<file path="src/rtl/uart_pkg.sv">
// uart_pkg: shared constants and FSM state type for the UART echo block
package uart_pkg;
  localparam int CLK_DIV_DEFAULT = 5000;
  localparam int DATA_BITS = 8;
  typedef enum logic [2:0] {IDLE, START, DATA, STOP, BREAK} uart_state_t;
endpackage

</file>
<file path="src/rtl/uart_rx.sv">
// uart_rx: 8N1 receiver behind a 2-flop synchronizer; UART_FRAME_CHECK_EN drops frames with a low stop bit
module uart_rx import uart_pkg::*; #(
  parameter int CLK_DIV = CLK_DIV_DEFAULT,
  parameter int HALF_DIV = CLK_DIV / 2
) (
  input  logic                 clk,
  input  logic                 res,
  input  logic                 rx,
  output logic                 rx_valid,
  output logic [DATA_BITS-1:0] rx_byte
);
  localparam int CW = $clog2(CLK_DIV);
  uart_state_t state;
  logic [1:0] sync;
  logic [CW-1:0] cnt;
  logic [2:0] bit_idx;
  logic rx_s, tick;
  assign rx_s = sync[1];
  assign tick = cnt == '0;
  always_ff @(posedge clk or posedge res)
    if (res) begin
      sync <= 2'b11;
      state <= IDLE;
      cnt <= '0;
      bit_idx <= '0;
      rx_byte <= '0;
      rx_valid <= 1'b0;
    end else begin
      sync <= {sync[0], rx};
      rx_valid <= 1'b0;
      cnt <= tick ? CW'(CLK_DIV - 1) : cnt - 1'b1;
      case (state)
        IDLE: if (!rx_s) begin
          state <= START;
          cnt <= CW'(HALF_DIV - 1);
        end
        START: if (tick) begin
          state <= rx_s ? IDLE : DATA;
          bit_idx <= '0;
        end
        DATA: if (tick) begin
          rx_byte <= {rx_s, rx_byte[DATA_BITS-1:1]};
          bit_idx <= bit_idx + 1'b1;
          if (bit_idx == 3'(DATA_BITS - 1)) state <= STOP;
        end
        STOP: if (tick) begin
`ifdef UART_FRAME_CHECK_EN
          rx_valid <= rx_s;
          state <= rx_s ? IDLE : BREAK;
`else
          rx_valid <= 1'b1;
          state <= IDLE;
`endif
        end
        BREAK: if (rx_s) state <= IDLE;
        default: state <= IDLE;
      endcase
    end
endmodule

</file>
<file path="src/rtl/uart_echo_top.sv">
// uart_echo_top: retransmits every received 8N1 byte through a one-byte newest-wins holding register
module uart_echo_top import uart_pkg::*; #(
  parameter int CLK_DIV = CLK_DIV_DEFAULT,
  parameter int HALF_DIV = CLK_DIV / 2
) (
  input  logic clk,
  input  logic res,
  input  logic RX,
  output logic TX
);
  localparam int CW = $clog2(CLK_DIV);
  uart_state_t state;
  logic rx_valid, full, load, tick;
  logic [DATA_BITS-1:0] rx_byte, hold, shreg;
  logic [CW-1:0] cnt;
  logic [2:0] bit_idx;
  uart_rx #(.CLK_DIV(CLK_DIV), .HALF_DIV(HALF_DIV)) u_rx (
    .clk(clk),
    .res(res),
    .rx(RX),
    .rx_valid(rx_valid),
    .rx_byte(rx_byte)
  );
  assign load = state == IDLE && full;
  assign tick = cnt == '0;
  // a write in the same cycle as a load keeps full set for the new byte
  always_ff @(posedge clk or posedge res)
    if (res) begin
      state <= IDLE;
      cnt <= '0;
      bit_idx <= '0;
      hold <= '0;
      shreg <= '0;
      full <= 1'b0;
      TX <= 1'b1;
    end else begin
      if (rx_valid) hold <= rx_byte;
      full <= rx_valid | (full & ~load);
      cnt <= tick ? CW'(CLK_DIV - 1) : cnt - 1'b1;
      case (state)
        IDLE: if (full) begin
          shreg <= hold;
          TX <= 1'b0;
          cnt <= CW'(CLK_DIV - 1);
          state <= START;
        end
        START: if (tick) begin
          TX <= shreg[0];
          shreg <= shreg >> 1;
          bit_idx <= '0;
          state <= DATA;
        end
        DATA: if (tick) begin
          bit_idx <= bit_idx + 1'b1;
          if (bit_idx == 3'(DATA_BITS - 1)) begin
            TX <= 1'b1;
            state <= STOP;
          end else begin
            TX <= shreg[0];
            shreg <= shreg >> 1;
          end
        end
        STOP: if (tick) state <= IDLE;
        default: state <= IDLE;
      endcase
    end
endmodule

</file>
<file path="config.mk">
export PLATFORM = sky130hd
export DESIGN_NAME = uart_echo_top
export DESIGN_NICKNAME = d
export VERILOG_FILES = /design/src/rtl/uart_pkg.sv /design/src/rtl/uart_rx.sv /design/src/rtl/uart_echo_top.sv
export SDC_FILE = /design/constraint.sdc
export NUM_CORES = 1
export LEC_CHECK = 0
export ABC_CLOCK_PERIOD_IN_PS = 2750
export CAP_MARGIN = 0
export CORE_MARGIN = 8
export CORE_UTILIZATION = 55
export DETAILED_ROUTE_END_ITERATION = 10
export PLACE_DENSITY = 0.71
export SLEW_MARGIN = 10
export SYNTH_ARGS = -nofsm -noshare
export SYNTH_HDL_FRONTEND = slang
export SYNTH_HIERARCHICAL = 1
export SYNTH_SLANG_ARGS = --single-unit
</file>
<file path="constraint.sdc">
create_clock -name clk -period 2.75 [get_ports clk]
set_clock_uncertainty 0.1 [all_clocks]
set_input_delay 0.4125 -clock clk [delete_from_list [all_inputs] [get_ports clk]]
set_output_delay 0.4125 -clock clk [all_outputs]
set_load 0.02 [all_outputs]
</file>
* Yosys cells after proc, flatten, opt, wreduce, memory -nomap -nowiden
Index checks and enable logic that the tools add are counted.
** Storage, ports and cells
- Register bits :: 67
- Logic and storage cells :: 92
- Input port bits :: 3
** Operators by class
- Add/sub/neg operators :: 4
- Multiplexer cells :: 36
- Bitwise logic cells :: 3
- Reductions and logical operators :: 15
- Equality and inequality tests :: 21
** Operators by type and width (number)
- $mux 13 :: 6
- $mux 3 :: 13
- $mux 8 :: 4
- $logic_not 13->1 :: 2
- $sub 13x1->13 const B :: 2
- $pmux 8 s3 :: 1
- $pmux 3 s5 :: 1
- $ne 2x2->1 const B :: 7
- $eq 3x2->1 const B :: 4
- $pmux 3 s2 :: 2
- $pmux 3 s4 :: 1
- $ne 2x1->1 const B :: 5
- $reduce_and 5->1 :: 2
- $eq 3x3->1 const B :: 3
- $add 3x1->3 const B :: 2
- $eq 3x1->1 const B :: 2
- $logic_not 3->1 :: 2
- $mux 1 :: 6
- $reduce_and 3->1 :: 2
- $reduce_and 6->1 :: 1
- $reduce_and 4->1 :: 1
- $reduce_bool 2->1 :: 2
- $pmux 1 s3 :: 1
- $reduce_bool 3->1 :: 1
- 6 further kinds :: 6

* Longest topological paths before layout
Gate-level depths: netlist of the first run.
- Depth after elaboration :: 5
- Mapped depth :: 7
- Gate-level depth less buffers :: 6

* Cells and area by module
The synthesis of the first run kept the hierarchy.
** Modules (own cells, without submodules)
- uart_echo_top :: area each 1752.9 um^2, cells each 144, instances 1, seq. area each 902.1 um^2
- uart_rx :: area each 1422.6 um^2, cells each 124, instances 1, seq. area each 728.2 um^2

* Least setup slack after synthesis of the first run
No wires, ideal clock.
- Kind :: register -> register
- From :: register u_rx.cnt[0]
- To :: register u_rx.bit_idx[2]
- Setup time :: 126 ps
- Slack :: 690 ps
- Required time :: 2524 ps
- Period minus slack after synthesis :: 2060 ps
- Arrival time :: 1833 ps
- Stages on the path, launching flop included :: 7
- Cells stage by stage :: dfrtp_1 inv_1 ha_1 or4b_1 clkbuf_1 o41a_1 a311o_1
** On the way
- Word-level cells in the longest chain between the ends :: 3
- Elaborated cells on any way between the ends :: 4
- Classes of those cells :: eq/ne (2); reduce/logical (2)
** RTL lines
- from (decl) :: RTL line uart_rx.sv:15 : logic [CW-1:0] cnt;
- from (signal assigned) :: RTL line uart_rx.sv:31 : cnt <= tick ? CW'(CLK_DIV - 1) : cnt - 1'b1;
- from (signal assigned) :: RTL line uart_rx.sv:35 : cnt <= CW'(HALF_DIV - 1);
- $logic_not 13->1 (*) :: RTL line uart_rx.sv:19 : assign tick = cnt == '0;
- $ne 2x1->1 (no source line)
- $reduce_and 3->1 (no source line) (*)
- to (signal assigned) :: RTL line uart_rx.sv:43 : bit_idx <= bit_idx + 1'b1;
- to (decl) :: RTL line uart_rx.sv:16 : logic [2:0] bit_idx;
Every way passes the cells marked *; elsewhere a longest branch is shown, timed or not.
A chain may end at the register's enable or synchronous reset.

* Worst setup path in the final report of the first run
- From :: register u_rx.cnt[0]
- To :: register u_rx.rx_byte[1]
** On the way
- Word-level cells in the longest chain between the ends :: 2
** RTL lines
- $logic_not 13->1 :: RTL line uart_rx.sv:19
- $reduce_and 2->1 (no source line)
- to (signal assigned) :: RTL line uart_rx.sv:42 : rx_byte <= {rx_s, rx_byte[DATA_BITS-1:1]};
- to (decl) :: RTL line uart_rx.sv:10 : output logic [DATA_BITS-1:0] rx_byte
Every way passes these cells.

==> results of run 1 <==
placed cells by master (no fill, tap or decap), types with 2 or more instances in the layout:
cell type         n
a21o_1            2
a21oi_1          10
a31oi_1           3
a32o_1            2
and3_1            3
buf_4             3
bufinv_16         3
clkbuf_8          9
clkdlybuf4s50_1   3
dfrtp_1          62
dfstp_2           3
ha_1             12
inv_1            11
inv_6             3
mux2_2           31
nand2_1          13
nand2b_1          3
nand3_1           6
nand4_1           3
nor2_1           12
nor2b_1           3
nor3_1            5
nor4_1            3
nor4_2            5
nor4b_2           2
o211ai_1          3
o21ai_0           4
o31a_1            2
o31ai_1           7
o41ai_1           3
or2_2             2
or3_1             3
or3_2             2
or4_1             8
or4b_1            2
xnor2_1          10
layout make-up:
cell class / count / area, µm² / share of cell area
clock inverter: 7 / 123.9 / 0.03528
tap: 72 / 90.09 / 0.02566
sequential: 65 / 1630 / 0.4644
timing repair buffer: 6 / 52.55 / 0.01497
clock buffer: 9 / 123.9 / 0.03528
multi-input combinational: 180 / 1449 / 0.4127
inverter: 11 / 41.29 / 0.01176
cell families after synthesis:
family | count (synthesis)
flops | 65
xor+xnor | 11
fa+ha+maj | 12
simple gates | 78
buf+inv | 23
compound gates | 46
mux | 33
sequential cells by signal, indices dropped and copies added (netlist names):
register	count
TX	1
bit_idx	3
cnt	13
full	1
hold	8
shreg	8
state	2
u_rx/bit_idx	3
u_rx/cnt	13
u_rx/rx_byte	8
u_rx/rx_valid	1
u_rx/state	2
u_rx/sync	2
final timing paths:
| check | startpoint | to | slack [ns] | depth (start not counted) |
|---|---|---|---|---|
| max | u_rx/cnt[0]$_DFF_PP0_ | u_rx/rx_byte[1]$_DFFE_PP0P_ | 0.54 | 5 |
| min | u_rx/sync[0]$_DFF_PP1_ | u_rx/sync[1]$_DFF_PP1_ | 0.26 | 0 |
| max reg2reg | u_rx/cnt[0]$_DFF_PP0_ | u_rx/rx_byte[1]$_DFFE_PP0P_ | 0.54 | 5 |
| min reg2reg | u_rx/sync[0]$_DFF_PP1_ | u_rx/sync[1]$_DFF_PP1_ | 0.26 | 0 |
| max in group asynchronous | res | TX$_DFFE_PP1P_ | 1.79 | 3 |
| min in group asynchronous | res | u_rx/rx_byte[2]$_DFFE_PP0P_ | 0.39 | 3 |
critical path, delay by kind of cell, from the launching register on:
family	cells	cell delay [ns]
fa+ha+maj	1	0.15
buf+inv	1	0.08
flops	1	0.40
mux	1	0.42
simple gates	2	0.94
stage by stage:
stage | instance area [µm²] | hold slack, ns | power, mW
global route | 3511 | 0.2663 | 2.060
CTS | 3511 | 0.2604 | 2.010
floorplan | 3176 | 0.2452 | 0.9917
detailed placement | 3263 | 0.2491 | 1.003
global placement | 3263 | 0.2469 | 1.003
finish | 3511 | 0.2590 | 1.981
report_power, final:
group	internal, mW	switching [mW]	total [mW]	leakage (nW)
clock	0.611	0.387	0.998	0.121
sequential	0.958	0.00113	0.959	0.821
combinational	0.00475	0.0190	0.0238	0.621
metal layers:
| metal | part of all wire | up-vias | track usage | wire, µm |
|---|---|---|---|---|
| li1 | - | 1012 | - | - |
| met1 | 0.51 | 1019 | 0.1826 | 2676 |
| met2 | 0.45 | 20 | 0.2008 | 2360 |
| met3 | 0.029 | 9 | 0.04319 | 153 |
| met4 | 0.014 | 0 | 0.05906 | 76 |
| met5 | 0 | - | 0 | 0 |
==> results.json, run 1 <==
{
  "critPathMaxFanout": 8,
  "ys.warnings.count": 6,
  "first_iter_violations": 84,
  "gr-total-overflow": 0,
  "numCtsBuffers": 9,
  "rsz0062_at_grt": "no",
  "syn_nets": 283,
  "core_um2": 5540,
  "critPathMaxStageDelay_ns": 0.47,
  "die_w_um": 91.99,
  "drc": 0,
  "die_area_um2": 8461,
  "area_growth_pct": 10.56,
  "fmax_mhz": 452.1,
  "final_nets": 288,
  "clock-sinks": 65,
  "htreeDepth": 3,
  "yosysTopAreaCellShare": 0.4886,
  "worstPathArrival_ns": 2.33,
  "setup_tns_ns": 0,
  "grt_pass1_vias": 2018,
  "cts_resized": 0,
  "synth_seq_cells": 65,
  "synth.area.mux_share": 0.1166,
  "ios": 4,
  "clk_latency_ns": 0.33,
  "post-place-ws_ns": 0.5970,
  "synth_adder_area_share": 0.04728,
  "drt_pass1_iterations": 6,
  "path_cells": "inv_1 > ha_1 > nor4b_2 > nand4_1 > mux2_2",
  "holdBufCountCts": 0,
  "ys_types": 51,
  "max_slew_margin": 0.6245,
  "antenna_found_initial": 0,
  "wire_per_inst_um": 15.05,
  "tightest_slew_ns": 0.5586,
  "rows": 27,
  "power.density_nw_per_um2": 564.3,
  "synth.most_common_cell": "dfrtp_1",
  "post-dp-hpwl_um": 3642,
  "maxSlewViolCount": 0,
  "synth_top_area_cell": "dfrtp_1",
  "layout-drive-gt1-share": 0.2446,
  "synth_cells": 268,
  "syn_area_um2": 3176,
  "maxCapViolations": 0,
  "root_buffer": "clkbuf_8",
  "syn_avg_cell_area_um2": 11.85,
  "placed_cells": 334,
  "io_buffer_count": 3,
  "fin_crit_sh": 0.8043,
  "grt_pass1_wl_um": 9453,
  "start_kind": "flip-flop",
  "via_per_inst": 5.886,
  "finalCriticalPeriod_ns": 2.212,
  "ant_nets": 0,
  "gp_congestion": 0.7846,
  "via_count": 2060,
  "hold_violations": 0,
  "yosys.area_share.simple": 0.1541,
  "grt_max_degree": 37,
  "die_y_um": 91.99,
  "hp-class": "reg2reg",
  "fin_cells": 350,
  "diodes": 0,
  "synth_top_family_by_area": "simple AND/OR/NAND/NOR gates",
  "path_clk_slew_ns": 0.08,
  "setup_slack_ns": 0.5381,
  "critPathRequiredTime_ns": 2.87,
  "leakagePower_nw": 1.562,
  "synth_xor_area_frac": 0.03034,
  "synth_top_flop_cell": "dfrtp_1",
  "initial_utilization": 0.5732,
  "wl_um": 5266,
  "gr-usage-all-layers": 0.1372,
  "seq_area_frac_synth": 0.5134,
  "postLayoutCoreUtil": 0.6337,
  "endpoint_kind": "flip-flop",
  "critical_path_class": "reg2reg",
  "synthTopCellsByCount": "dfrtp_1, mux2_2, nand2_1",
  "cts_tree": "built",
  "n_fill_cell": 458,
  "ys_top_cells_by_area": "dfrtp_1, mux2_2, ha_1, xnor2_1, dfstp_2",
  "async_flop_share": 1.000,
  "critPathSlowestCell": "nor4b_2",
  "synth-edff-count": 0,
  "status": "completed",
  "setup_viol_count_final": 0,
  "cts_setup_buffers": 0,
  "clock_tree.buffer_depth": 2,
  "synth_compound_area_frac": 0.1080,
  "ir_worst_vdd_v": 0.0003449
}
Note: power is estimated with default switching activity, not from simulation.
==> run 2, diff against run 1 <==
--- a/config.mk
+++ b/config.mk
@@ -5,7 +5,7 @@
 export SDC_FILE = /design/constraint.sdc
 export NUM_CORES = 1
 export LEC_CHECK = 0
-export ABC_CLOCK_PERIOD_IN_PS = 2750
+export ABC_CLOCK_PERIOD_IN_PS = 2250
 export CAP_MARGIN = 0
 export CORE_MARGIN = 8
 export CORE_UTILIZATION = 55
==> constraint.sdc (replaced) <==
create_clock -name clk -period 2.25 [get_ports clk]
set_clock_uncertainty 0.1 [all_clocks]
set_input_delay 0.3375 -clock clk [delete_from_list [all_inputs] [get_ports clk]]
set_output_delay 0.3375 -clock clk [all_outputs]
set_load 0.02 [all_outputs]
==> run 2 against run 1 <==
Against the previous run:
- total power rose by 17%
- count of clock-buffer cells in the layout did not move
- combinational power rose by 22%
- critical path type unchanged
- global-route usage rose by 0.61 points
- fmax rose by 6.2%
==> results.json, run 2 (synthesized netlist as in run 1, its figures left out) <==
{
  "power.density_nw_per_um2": 653.5,
  "die_w_um": 91.99,
  "first_iter_violations": 112,
  "ios": 4,
  "maxCapViolations": 0,
  "layout.cells.most_common": "dfrtp_1",
  "status": "completed",
  "critPathMaxFanout": 4,
  "layout-drive-gt1-share": 0.2692,
  "via_count": 2073,
  "gp_congestion": 0.7723,
  "max_slew_margin": 0.6836,
  "fmax_mhz": 480.3,
  "root_buffer": "clkbuf_8",
  "critical_path_class": "reg2reg",
  "htreeDepth": 3,
  "area_growth_pct": 11.74,
  "pwr-share-seq": 0.505,
  "ant_nets": 0,
  "numCtsBuffers": 9,
  "place_area_um2": 3323,
  "cts_resized": 0,
  "final_cell_mix": "dfrtp_1, mux2_2, nand2_1",
  "wl_um": 5456,
  "clock_tree.buffer_depth": 2,
  "die_area_um2": 8461,
  "post-dp-hpwl_um": 3813,
  "io_buffer_count": 3,
  "netSwitchingPower_uw": 507.1,
  "leakagePower_nw": 1.594,
  "worstPathArrival_ns": 2.21,
  "combinationalPowerShare": 0.013,
  "wire_per_inst_um": 15.24,
  "holdBufCountCts": 0,
  "grt_pass1_vias": 2059,
  "via_per_inst": 5.791,
  "path_clk_slew_ns": 0.07,
  "cts_setup_buffers": 0,
  "clk_latency_ns": 0.34,
  "clock-sinks": 65,
  "start_kind": "flip-flop",
  "core_um2": 5540,
  "rr_worst_depth": 5,
  "pwr-share-clk": 0.482,
  "ir_worst_vdd_v": 0.0003707,
  "placed_cells": 342,
  "setup_viol_count_final": 0,
  "initial_utilization": 0.5732,
  "diodes": 0,
  "die_y_um": 91.99,
  "gr-usage-all-layers": 0.1433,
  "grt_pass1_wl_um": 9811,
  "rows": 27,
  "power.internal_mw": 1.812,
  "final_nets": 296,
  "power_mw": 2.319,
  "gr-total-overflow": 0,
  "reg.largest.list": "cnt (13), u_rx/cnt (13)",
  "antenna_found_initial": 0,
  "hold_slack_ns": 0.2579,
  "hold_depth": 0,
  "fin_crit_sh": 0.9254,
  "fin_cells": 358,
  "cts_tree": "built",
  "endpoint_kind": "flip-flop",
  "critPathRequiredTime_ns": 2.38,
  "grt_max_degree": 37,
  "design_area_um2": 3548,
  "switching_share": 0.2187,
  "hold_violations": 0,
  "setup_tns_ns": 0,
  "drt_pass1_iterations": 4,
  "drc": 0,
  "hp-class": "reg2reg",
  "rsz0062_at_grt": "no",
  "tightest_slew_ns": 0.4731,
  "finalCriticalPeriod_ns": 2.082,
  "maxSlewViolCount": 0
}
-- run 2: cell count changes in the layout (fill, tap and decap cells not counted), sizes merged --
cell,before,now
clkinvlp,1,0
clkinv,0,2
buf,3,11
bufinv,3,2
-- run 2: worst max-delay path, cell delays in order (launching register included) --
cell and delay [ns]:
dfrtp_1 0.41, inv_1 0.10, ha_1 0.17, or4b_1 0.49, o41a_1 0.39, a311o_1 0.32
-- run 2: power by group through the flow --
| stage | sequential (mW) | combinational, mW | clock [mW] |
|---|---|---|---|
| 6_report | 1.17 | 0.0291 | 1.12 |
| 5_1_grt | 1.17 | 0.0349 | 1.20 |
| 4_1_cts | 1.17 | 0.0313 | 1.15 |
| 3_5_place_dp | 1.19 | 0.0312 | 0 |
| 3_3_place_gp | 1.20 | 0.0308 | 0 |
| 2_1_floorplan | 1.19 | 0.0177 | 0 |
-- run 2: stage by stage --
step	utilization	setup slack (ns)
floorplan	-	0.1905
global placement	0.5998	0.2041
detailed placement	0.5998	0.1739
CTS	0.6402	0.1668
global route	0.6405	0.04104
finish	0.6405	0.1679
-- run 2: area by class of cell --
cell class                      instances  area [µm²]
Inverter                               11       41.29
Clock inverter                          7       100.1
Fill cell                             428        1992
Multi-Input combinational cell        180        1450
Sequential cell                        65        1630
Timing Repair Buffer                   14       112.6
Tap cell                               72       90.09
Clock buffer                            9       123.9
-- run 2: worst paths after layout --
path	start	to	slack (ns)
max reg2reg	u_rx/cnt[0]$_DFF_PP0_	u_rx/bit_idx[2]$_DFFE_PP0P_	0.17
min	u_rx/sync[0]$_DFF_PP1_	u_rx/sync[1]$_DFF_PP1_	0.26
min reg2reg	u_rx/sync[0]$_DFF_PP1_	u_rx/sync[1]$_DFF_PP1_	0.26
max	u_rx/cnt[0]$_DFF_PP0_	u_rx/bit_idx[2]$_DFFE_PP0P_	0.17
max in group asynchronous	res	TX$_DFFE_PP1P_	1.38
min in group asynchronous	res	u_rx/rx_byte[1]$_DFFE_PP0P_	0.30
-- run 2: layer usage --
metal  global-route usage  wire [µm]
met5                    0          0
met4              0.06040         78
met3              0.04156        175
met2               0.2086       2422
met1               0.1943       2779
